==> src/rtl/tetris_field_pkg.sv <==
`default_nettype none
// ============================================================================
// Module      : tetris_field_pkg
// Description : Playfield geometry, row index type, line-clear FSM states and
//               the row-slice helper shared by the field blocks.
// Revision    : 1.0 - initial release
// ============================================================================
package tetris_field_pkg;

    localparam int ROWS      = 20;
    localparam int COLS      = 20;
    localparam int FIELD_W   = ROWS * COLS;
    localparam int CNT_W     = 5;
    localparam int ROW_IDX_W = $clog2(ROWS);

    typedef logic [ROW_IDX_W-1:0] row_idx_t;

    typedef enum logic [1:0] {
        IDLE = 2'd0,
        SCAN = 2'd1,
        DONE = 2'd2
    } state_t;

    // Row r of a flat field vector occupies bits r*COLS +: COLS (row 0 = top).
    function automatic logic [COLS-1:0] row_slice(input logic [FIELD_W-1:0] field,
                                                  input row_idx_t           r);
        return field[r*COLS +: COLS];
    endfunction

endpackage : tetris_field_pkg
`default_nettype wire

==> src/rtl/field_line_clear_row_full_check.sv <==
`default_nettype none
// ============================================================================
// Module      : row_full_check
// Description : Flags a playfield row whose cells are all occupied.
// Revision    : 1.0 - initial release
// ============================================================================
module row_full_check #(
    parameter int COLS = 20
) (
    input  logic [COLS-1:0] row,
    output logic            full
);

    assign full = &row;

endmodule : row_full_check
`default_nettype wire

==> src/rtl/field_line_clear.sv <==
`default_nettype none
// ============================================================================
// Module      : field_line_clear
// Description : Snapshots the stored field on start, scans it bottom-to-top one
//               row per cycle, drops full rows and compacts the survivors
//               downward. Reports compacted field, removed-row mask and count.
// Revision    : 1.0 - initial release
// ============================================================================
module field_line_clear
    import tetris_field_pkg::*;
(
    input  logic               clk,
    input  logic               reset,
    input  logic               start,
    input  logic [FIELD_W-1:0] field_in,
    output logic               busy,
    output logic               done,
    output logic [FIELD_W-1:0] field_out,
    output logic [ROWS-1:0]    row_mask,
    output logic [CNT_W-1:0]   lines_cleared
);

    localparam row_idx_t c_last_row = row_idx_t'(ROWS - 1);

    state_t                   r_state;
    state_t                   w_state_nxt;

    logic [FIELD_W-1:0]       r_snap;
    logic [ROWS-1:0][COLS-1:0] r_res;
    logic [ROWS-1:0][COLS-1:0] w_res_nxt;
    row_idx_t                 r_rd;
    row_idx_t                 r_wr;
    logic [CNT_W-1:0]         r_cnt;
    logic [CNT_W-1:0]         w_cnt_nxt;
    logic [ROWS-1:0]          r_mask;
    logic [ROWS-1:0]          w_mask_nxt;

    logic [ROWS-1:0][COLS-1:0] r_field_out;
    logic [ROWS-1:0]          r_row_mask;
    logic [CNT_W-1:0]         r_lines_cleared;

    logic [COLS-1:0]          w_row;
    logic                     w_row_full;
    logic                     w_last_row;

    assign w_row      = row_slice(r_snap, r_rd);
    assign w_last_row = (r_rd == '0);

    row_full_check #(
        .COLS (COLS)
    ) u_row_full_check (
        .row  (w_row),
        .full (w_row_full)
    );

    // State register.
    always_ff @(posedge clk or negedge reset) begin
        if (!reset) begin
            r_state <= IDLE;
        end else begin
            r_state <= w_state_nxt;
        end
    end

    // Next-state decode: start only matters in IDLE; SCAN ends after row 0.
    always_comb begin
        w_state_nxt = r_state;
        case (r_state)
            IDLE:    if (start) w_state_nxt = SCAN;
            SCAN:    if (w_last_row) w_state_nxt = DONE;
            DONE:    w_state_nxt = IDLE;
            default: w_state_nxt = IDLE;
        endcase
    end

    // Effect of the current row on the buffers; used both for the running
    // state and for the final results, so the last row lands in the outputs.
    always_comb begin
        w_res_nxt  = r_res;
        w_mask_nxt = r_mask;
        w_cnt_nxt  = r_cnt;
        if (w_row_full) begin
            w_mask_nxt[r_rd] = 1'b1;
            w_cnt_nxt        = r_cnt + 1'b1;
        end else begin
            w_res_nxt[r_wr]  = w_row;
        end
    end

    // Capture, scan pointers/buffers, and result registers loaded on SCAN->DONE.
    always_ff @(posedge clk or negedge reset) begin
        if (!reset) begin
            r_snap          <= '0;
            r_res           <= '0;
            r_rd            <= '0;
            r_wr            <= '0;
            r_cnt           <= '0;
            r_mask          <= '0;
            r_field_out     <= '0;
            r_row_mask      <= '0;
            r_lines_cleared <= '0;
        end else begin
            case (r_state)
                IDLE: begin
                    if (start) begin
                        r_snap <= field_in;
                        r_res  <= '0;
                        r_rd   <= c_last_row;
                        r_wr   <= c_last_row;
                        r_cnt  <= '0;
                        r_mask <= '0;
                    end
                end
                SCAN: begin
                    r_res  <= w_res_nxt;
                    r_mask <= w_mask_nxt;
                    r_cnt  <= w_cnt_nxt;
                    r_rd   <= r_rd - 1'b1;
                    // The decrement after a copy into row 0 wraps harmlessly.
                    if (!w_row_full) begin
                        r_wr <= r_wr - 1'b1;
                    end
                    if (w_last_row) begin
                        r_field_out     <= w_res_nxt;
                        r_row_mask      <= w_mask_nxt;
                        r_lines_cleared <= w_cnt_nxt;
                    end
                end
                default: ;
            endcase
        end
    end

    assign busy          = (r_state == SCAN);
    assign done          = (r_state == DONE);
    assign field_out     = r_field_out;
    assign row_mask      = r_row_mask;
    assign lines_cleared = r_lines_cleared;

endmodule : field_line_clear
`default_nettype wire
==> config.mk <==
export PLATFORM = sky130hd
export DESIGN_NAME = field_line_clear
export DESIGN_NICKNAME = d
export VERILOG_FILES = /design/src/rtl/tetris_field_pkg.sv /design/src/rtl/field_line_clear_row_full_check.sv /design/src/rtl/field_line_clear.sv
export SDC_FILE = /design/constraint.sdc
export NUM_CORES = 2
export LEC_CHECK = 0
export CORE_ASPECT_RATIO = 0.8
export CORE_UTILIZATION = 25
export DETAILED_ROUTE_END_ITERATION = 8
export GPL_ROUTABILITY_DRIVEN = 0
export PLACE_DENSITY = 0.43
export SYNTH_ARGS = -nofsm -noshare
export SYNTH_HDL_FRONTEND = slang
export SYNTH_SLANG_ARGS = --single-unit
==> constraint.sdc <==
create_clock -name clk -period 3.9 [get_ports clk]
set_input_delay 0.975 -clock clk [delete_from_list [all_inputs] [get_ports clk]]
set_output_delay 0.975 -clock clk [all_outputs]
set_load 0.02 [all_outputs]
* After elaboration in Yosys (flattened, before gate mapping)
Index checks and enable logic that the tools add are counted.
Operators by class: add/sub/neg operators 3, multipliers 1, order comparisons 4, equal/unequal tests 5, shifts and indexed selects 1, multiplexer cells 21, bitwise logic cells 1, reduce and logical (&&, ||, !) cells 11
Operators with widths (count):
- $mux W400 | 2
- $pmux W400 S2 | 1
- $bwmux W400 | 1
- $shiftx A400 B11 Y20 | 1
- $demux W20 S5 | 1
- $mux W20 | 3
- $pmux W20 S2 | 1
- $pmux W5 S2 | 3
- $mux W5 | 4
- $or A20 B20 Y20 | 1
- $reduce_and A20 Y1 | 1
- $lt A5 B6 Y1 const B | 2
- $ge A5 B1 Y1 const B | 2
- $sub A5 B1 Y5 const B | 2
- $mul A5 B3 Y8 const B | 1
- $reduce_and A2 Y1 | 4
- $add A5 B1 Y5 const B | 1
- $demux W1 S5 | 1
- $logic_not A5 Y1 | 1
- $mux W2 | 2
- $ne A2 B2 Y1 const B | 2
- $pmux W2 S2 | 1
- $reduce_and A3 Y1 | 1
- $eq A2 B1 Y1 const B | 1
- other kinds (6) | 7
Storage, ports and cells: register bits after elaboration 1262, input port bits 403, logic and storage cells 95

* Depth between registers and ports, before layout
depth after elaboration 7, gate-level depth with buffers 15, mapped depth without buffers 8

* Cells and area by module
A second synthesis with hierarchy kept.
Unflattened totals: cells, all modules 5182, area total of the unflattened synthesis 52287.6 um2
Modules (own cells, without submodules):
- field_line_clear | times used 1, cells an instance 5175, area each 52240.1 um2, sequential area each 31580.3 um2
- row_full_check | times used 1, cells an instance 7, area each 47.5 um2, sequential area each 0.0 um2

* Worst setup path before layout
OpenSTA, ideal clock, no wires.
path type register -> register, start point register r_rd[0], end point register r_res[340] (netlist name), library setup time 0.132 ns, data arrival time 2.989 ns, path slack 0.780 ns, cell stages (with the launch flop) 13, cells stage by stage dfrtp_1 > buf_4 > buf_6 > buf_2 > mux4_2 > a211oi_1 > o31ai_1 > and4_1 > buf_4 > a31o_2 > a21o_1 > buf_2 > o2bb2ai_1
Between the ends: longest elaborated chain between the ends 5
RTL lines:
- from (decl) | line field_line_clear.sv:31 | row_idx_t r_rd;
- from (signal assigned) | line field_line_clear.sv:108 | r_rd <= c_last_row;
- from (signal assigned) | line field_line_clear.sv:118 | r_rd <= r_rd - 1'b1;
- $mul A5 B3 Y8 * | line tetris_field_pkg.sv:27 | return field[r*COLS +: COLS];
- $shiftx A400 B11 Y20 * | line tetris_field_pkg.sv:27
- $reduce_and A20 Y1 / $bwmux W400 (equally long branches) | line field_line_clear_row_full_check.sv:14, field_line_clear.sv:86
- $mux W400 * | line field_line_clear.sv:82 | if (w_row_full) begin
- $pmux W400 S2 * | line field_line_clear.sv:103 | case (r_state)
- to (signal assigned) | line field_line_clear.sv:115 | r_res <= w_res_nxt;
- to (decl) | line field_line_clear.sv:29 | logic [ROWS-1:0][COLS-1:0] r_res;
Mark *: on every way between the ends. The rest lies on a longest branch, timed or not. A chain may end at the register's enable or synchronous reset.

* Worst setup path after layout
start point register r_rd[0], end point register r_res[366] (netlist name)
Same word-level chain as after synthesis.

==> impl_metrics.py <==
metrics = {
    "global_route": {
        "antenna_found_initial": 19,
        "gr-total-overflow": 0,
        "grt_first_pass_wirelength_mm": 349.4,
        "track_usage_pct": 23.05,
        "grt_pass1_vias": 44330,
        "grt_max_degree": 211,
    },
    "drt": {
        "drc": 0,
        "firstDrtPassIters": 5,
        "finalWirelength_mm": 250.1,
        "drt_iter0_markers": 4340,
        "vias": 44250,
        "routed_via_density": 5.037,
        "ant_nets": 0,
        "wl_per_cell_um": 28.47,
    },
    "critical_path": {
        "end_kind": "flip-flop",
        "cpMaxStageDelayCell": "mux4_2",
        "cp.required_ps": 4530,
        "critPathTopFamily": "buffers and inverters",
        "cp_max_fo": 23,
        "worstPathArrival_ps": 4380,
        "cp-start-kind": "flip-flop",
        "path_cells": "buf_12, buf_4, mux4_2, a22oi_1, buf_4, nand4_1, nand4_1, nor4b_4, buf_12, a31o_2, a21o_1, buf_4, o2bb2ai_1",
        "slowest_delay_ps": 570,
        "reg2reg_from": "r_rd[0]",
        "critPathMostFrequentCell": "buf_4",
        "crit_buf_inv": 5,
        "startpoint": "r_rd[0]",
        "critPathKind": "reg -> reg",
    },
    "layout": {
        "mostFrequentLayoutCells": "1316 x nand2_1, 1260 x dfrtp_1, 828 x clkdlybuf4s50_1",
        "nets": 6269,
        "design_area_um2": 70630,
        "final_common_cell": "nand2_1",
        "fillerInstances": 21130,
        "syn_to_final_growth_pct": 33.82,
        "drive_above_1_share_pct": 10.51,
        "post-route-util_pct": 33.75,
    },
    "timing": {
        "hold_slack_ps": 117.3,
        "worst_slew_pin_slew_ps": 1267,
        "rsz0062_at_grt": "false",
        "hold_viol": 0,
        "report.final.slew_viol_count": 0,
        "period_needed_ps": 3749,
        "setup_slack_ps": 151.1,
        "finalCritPeriodShare_pct": 96.13,
        "slew-limit-headroom_pct": 15.39,
        "max_freq_mhz": 266.7,
        "finalSetupViolations": 0,
        "clock-skew-final_ps": 41.92,
    },
    "clock_network": {
        "cts_htree_levels": 4,
        "cts_inserted_buffers": 144,
        "cts_tree": "built",
        "clockRootBuffer": "clkbuf_16",
        "cts_sinks": 1262,
        "hold_buffers": 0,
        "clock_path_buffers": 3,
        "clkTransAtPathRegs_ps": 60,
        "clk_latency_ps": 790,
    },
    "power": {
        "comb_power_share_pct": 45.7,
        "ir_drop_v": 0.0006054,
        "pwr-share-seq_pct": 32.8,
        "p_per_area_nw_per_um2": 951.1,
        "power.leakage_nw": 32.08,
        "power_switching_share_pct": 43.80,
        "internal-power_mw": 37.75,
        "power_frac_clock_pct": 21.5,
        "p_sw_mw": 29.42,
    },
    "status": {
        "status": "finished clean",
    },
    "placement": {
        "io_buffers": 829,
        "post-place-ws_ps": -112.2,
        "dp_hpwl_mm": 167.8,
        "place_area_um2": 65580,
    },
    "yosys": {
        "yosysSeqAreaShare_pct": 59.84,
        "synth-seq-cells": 1262,
        "syn-num-nets": 5540,
        "async_flop_share_pct": 100.0,
        "yosys.cell_types.count": 62,
        "synth_top_area_share_pct": 59.84,
        "avgSynthCellArea_um2": 10.29,
        "synthCells": 5127,
        "yosysTopAreaCell": "dfrtp_1",
        "synthTopCellsByArea": "dfrtp_1 60%, nand2_1 9.4%, o2bb2ai_1 6.6%",
        "synth-edff-count": 0,
        "synthesis.area_um2": 52780,
        "yosysWarnings": 0,
        "yosys_most_used_dff": "dfrtp_1",
    },
    "die": {
        "die_area_um2": 213000,
        "initial_utilization_pct": 25.22,
        "die_w_um": 515.7,
        "ios": 830,
        "die_y_um": 413.0,
        "core-area_um2": 209300,
        "placementRows": 150,
    },
    "job": {
        "maxCapViolCount": 0,
    },
    "worst_hold_path": {
        "hold_class": "in -> async",
    },
}
## state kept, by name, summed over array words and instances (netlist names), 5 cells and up
register / cells
field_out: 400
r_res: 400
r_snap: 400
r_mask: 20
row_mask: 20
lines_cleared: 5
r_cnt: 5
r_rd: 5
r_wr: 5
## worst paths after layout
kind	slack, ps	cells past startpoint	to
max	150	13	r_res[366]
min	120	1	r_snap[142]
max reg2reg	150	13	r_res[366]
min reg2reg	470	2	r_snap[276]
max in group asynchronous	2580	2	field_out[113]
min in group clk	470	2	r_snap[276]
## Yosys cell counts, types with 3 or more instances
cell / number
a22o_1: 5
nand4b_1: 3
and3_1: 5
mux4_2: 65
nand2_1: 1319
and2_1: 6
a211oi_1: 7
a22oi_1: 32
a32o_1: 15
ha_1: 10
clkbuf_1: 354
buf_6: 5
buf_2: 89
nor2b_1: 11
mux2i_1: 48
a221oi_1: 4
nand2b_1: 16
a21o_1: 21
buf_4: 33
a21oi_1: 404
nor3b_1: 5
a31o_2: 10
o211ai_1: 3
mux2_2: 33
o2bb2ai_1: 400
a31o_4: 10
buf_1: 12
nand4_1: 12
o22a_1: 8
nor3_1: 5
o21ai_0: 6
dfrtp_1: 1262
nand3_1: 40
inv_1: 6
o22ai_1: 409
nor2_1: 422
## routing by layer
| metal | part of all wire (%) | GRT usage, % | vias up |
|---|---|---|---|
| li1 | - | - | 19410 |
| met1 | 47 | 33.32 | 23170 |
| met2 | 45 | 35.41 | 1368 |
| met3 | 5.0 | 3.559 | 297 |
| met4 | 2.9 | 6.581 | 6 |
| met5 | 0.014 | 0 | - |
## power by group through the flow
stage	logic (mW)	clock network, mW	registers [mW]
final	30.7	14.5	22.0
after global routing	32.5	15.3	22.4
after CTS	31.0	14.8	22.0
after detailed placement	30.9	0	22.1
after global placement	30.6	0	22.1
after floorplan	12.3	0	22.6
## area by class of cell
class	instances	area, µm²	share of cell area (%)
well taps	2812	3518	4.982
multi-input cells	3365	19180	27.15
clock buffers	202	4185	5.926
inverters	7	33.78	0.04783
repair buffers	1076	11330	16.05
flip-flops and latches	1262	31590	44.72
clock inverters	52	770.7	1.091
diodes	9	22.52	0.03189
## through the flow
| stage | std cells | TNS, ps | power [mW] |
|---|---|---|---|
| 2_1_floorplan | 5127 | 0 | 34.82 |
| 3_3_place_gp | 8517 | -17100 | 52.75 |
| 3_5_place_dp | 8517 | -12970 | 52.95 |
| 4_1_cts | 8776 | 0 | 67.75 |
| 5_1_grt | 8780 | 0 | 70.21 |
| 6_report | 8785 | 0 | 67.17 |
## logic make-up (layout without fill, tap and decap cells)
logic type	count (synthesis)	in the layout	synth area share, %
adder cells (fa/ha/maj)	10	10	0.2371
AND/OR/NAND/NOR	1864	1864	13.95
multiplexers	146	146	4.388
buffers and inverters	500	1337	4.073
AO/OA/AOI/OAI	1345	1345	17.52
flip-flops	1262	1262	59.84
other	0	9	0
## repair_timing
| item | in CTS | in global routing |
|---|---|---|
| resized for setup | 1 | 0 |
| endpoints found under the setup margin | 322 | 0 |
| setup buffers | 5 | 0 |
## worst reg2reg max path, stage by stage (launching register included)
cell	delay (ps)
dfrtp_4	560
buf_12	200
buf_4	260
mux4_2	580
a22oi_1	240
buf_4	190
nand4_1	230
nand4_1	250
nor4b_4	80
buf_12	190
a31o_2	310
a21o_1	230
buf_4	180
o2bb2ai_1	130
Note: power is estimated with default switching activity, not from simulation.
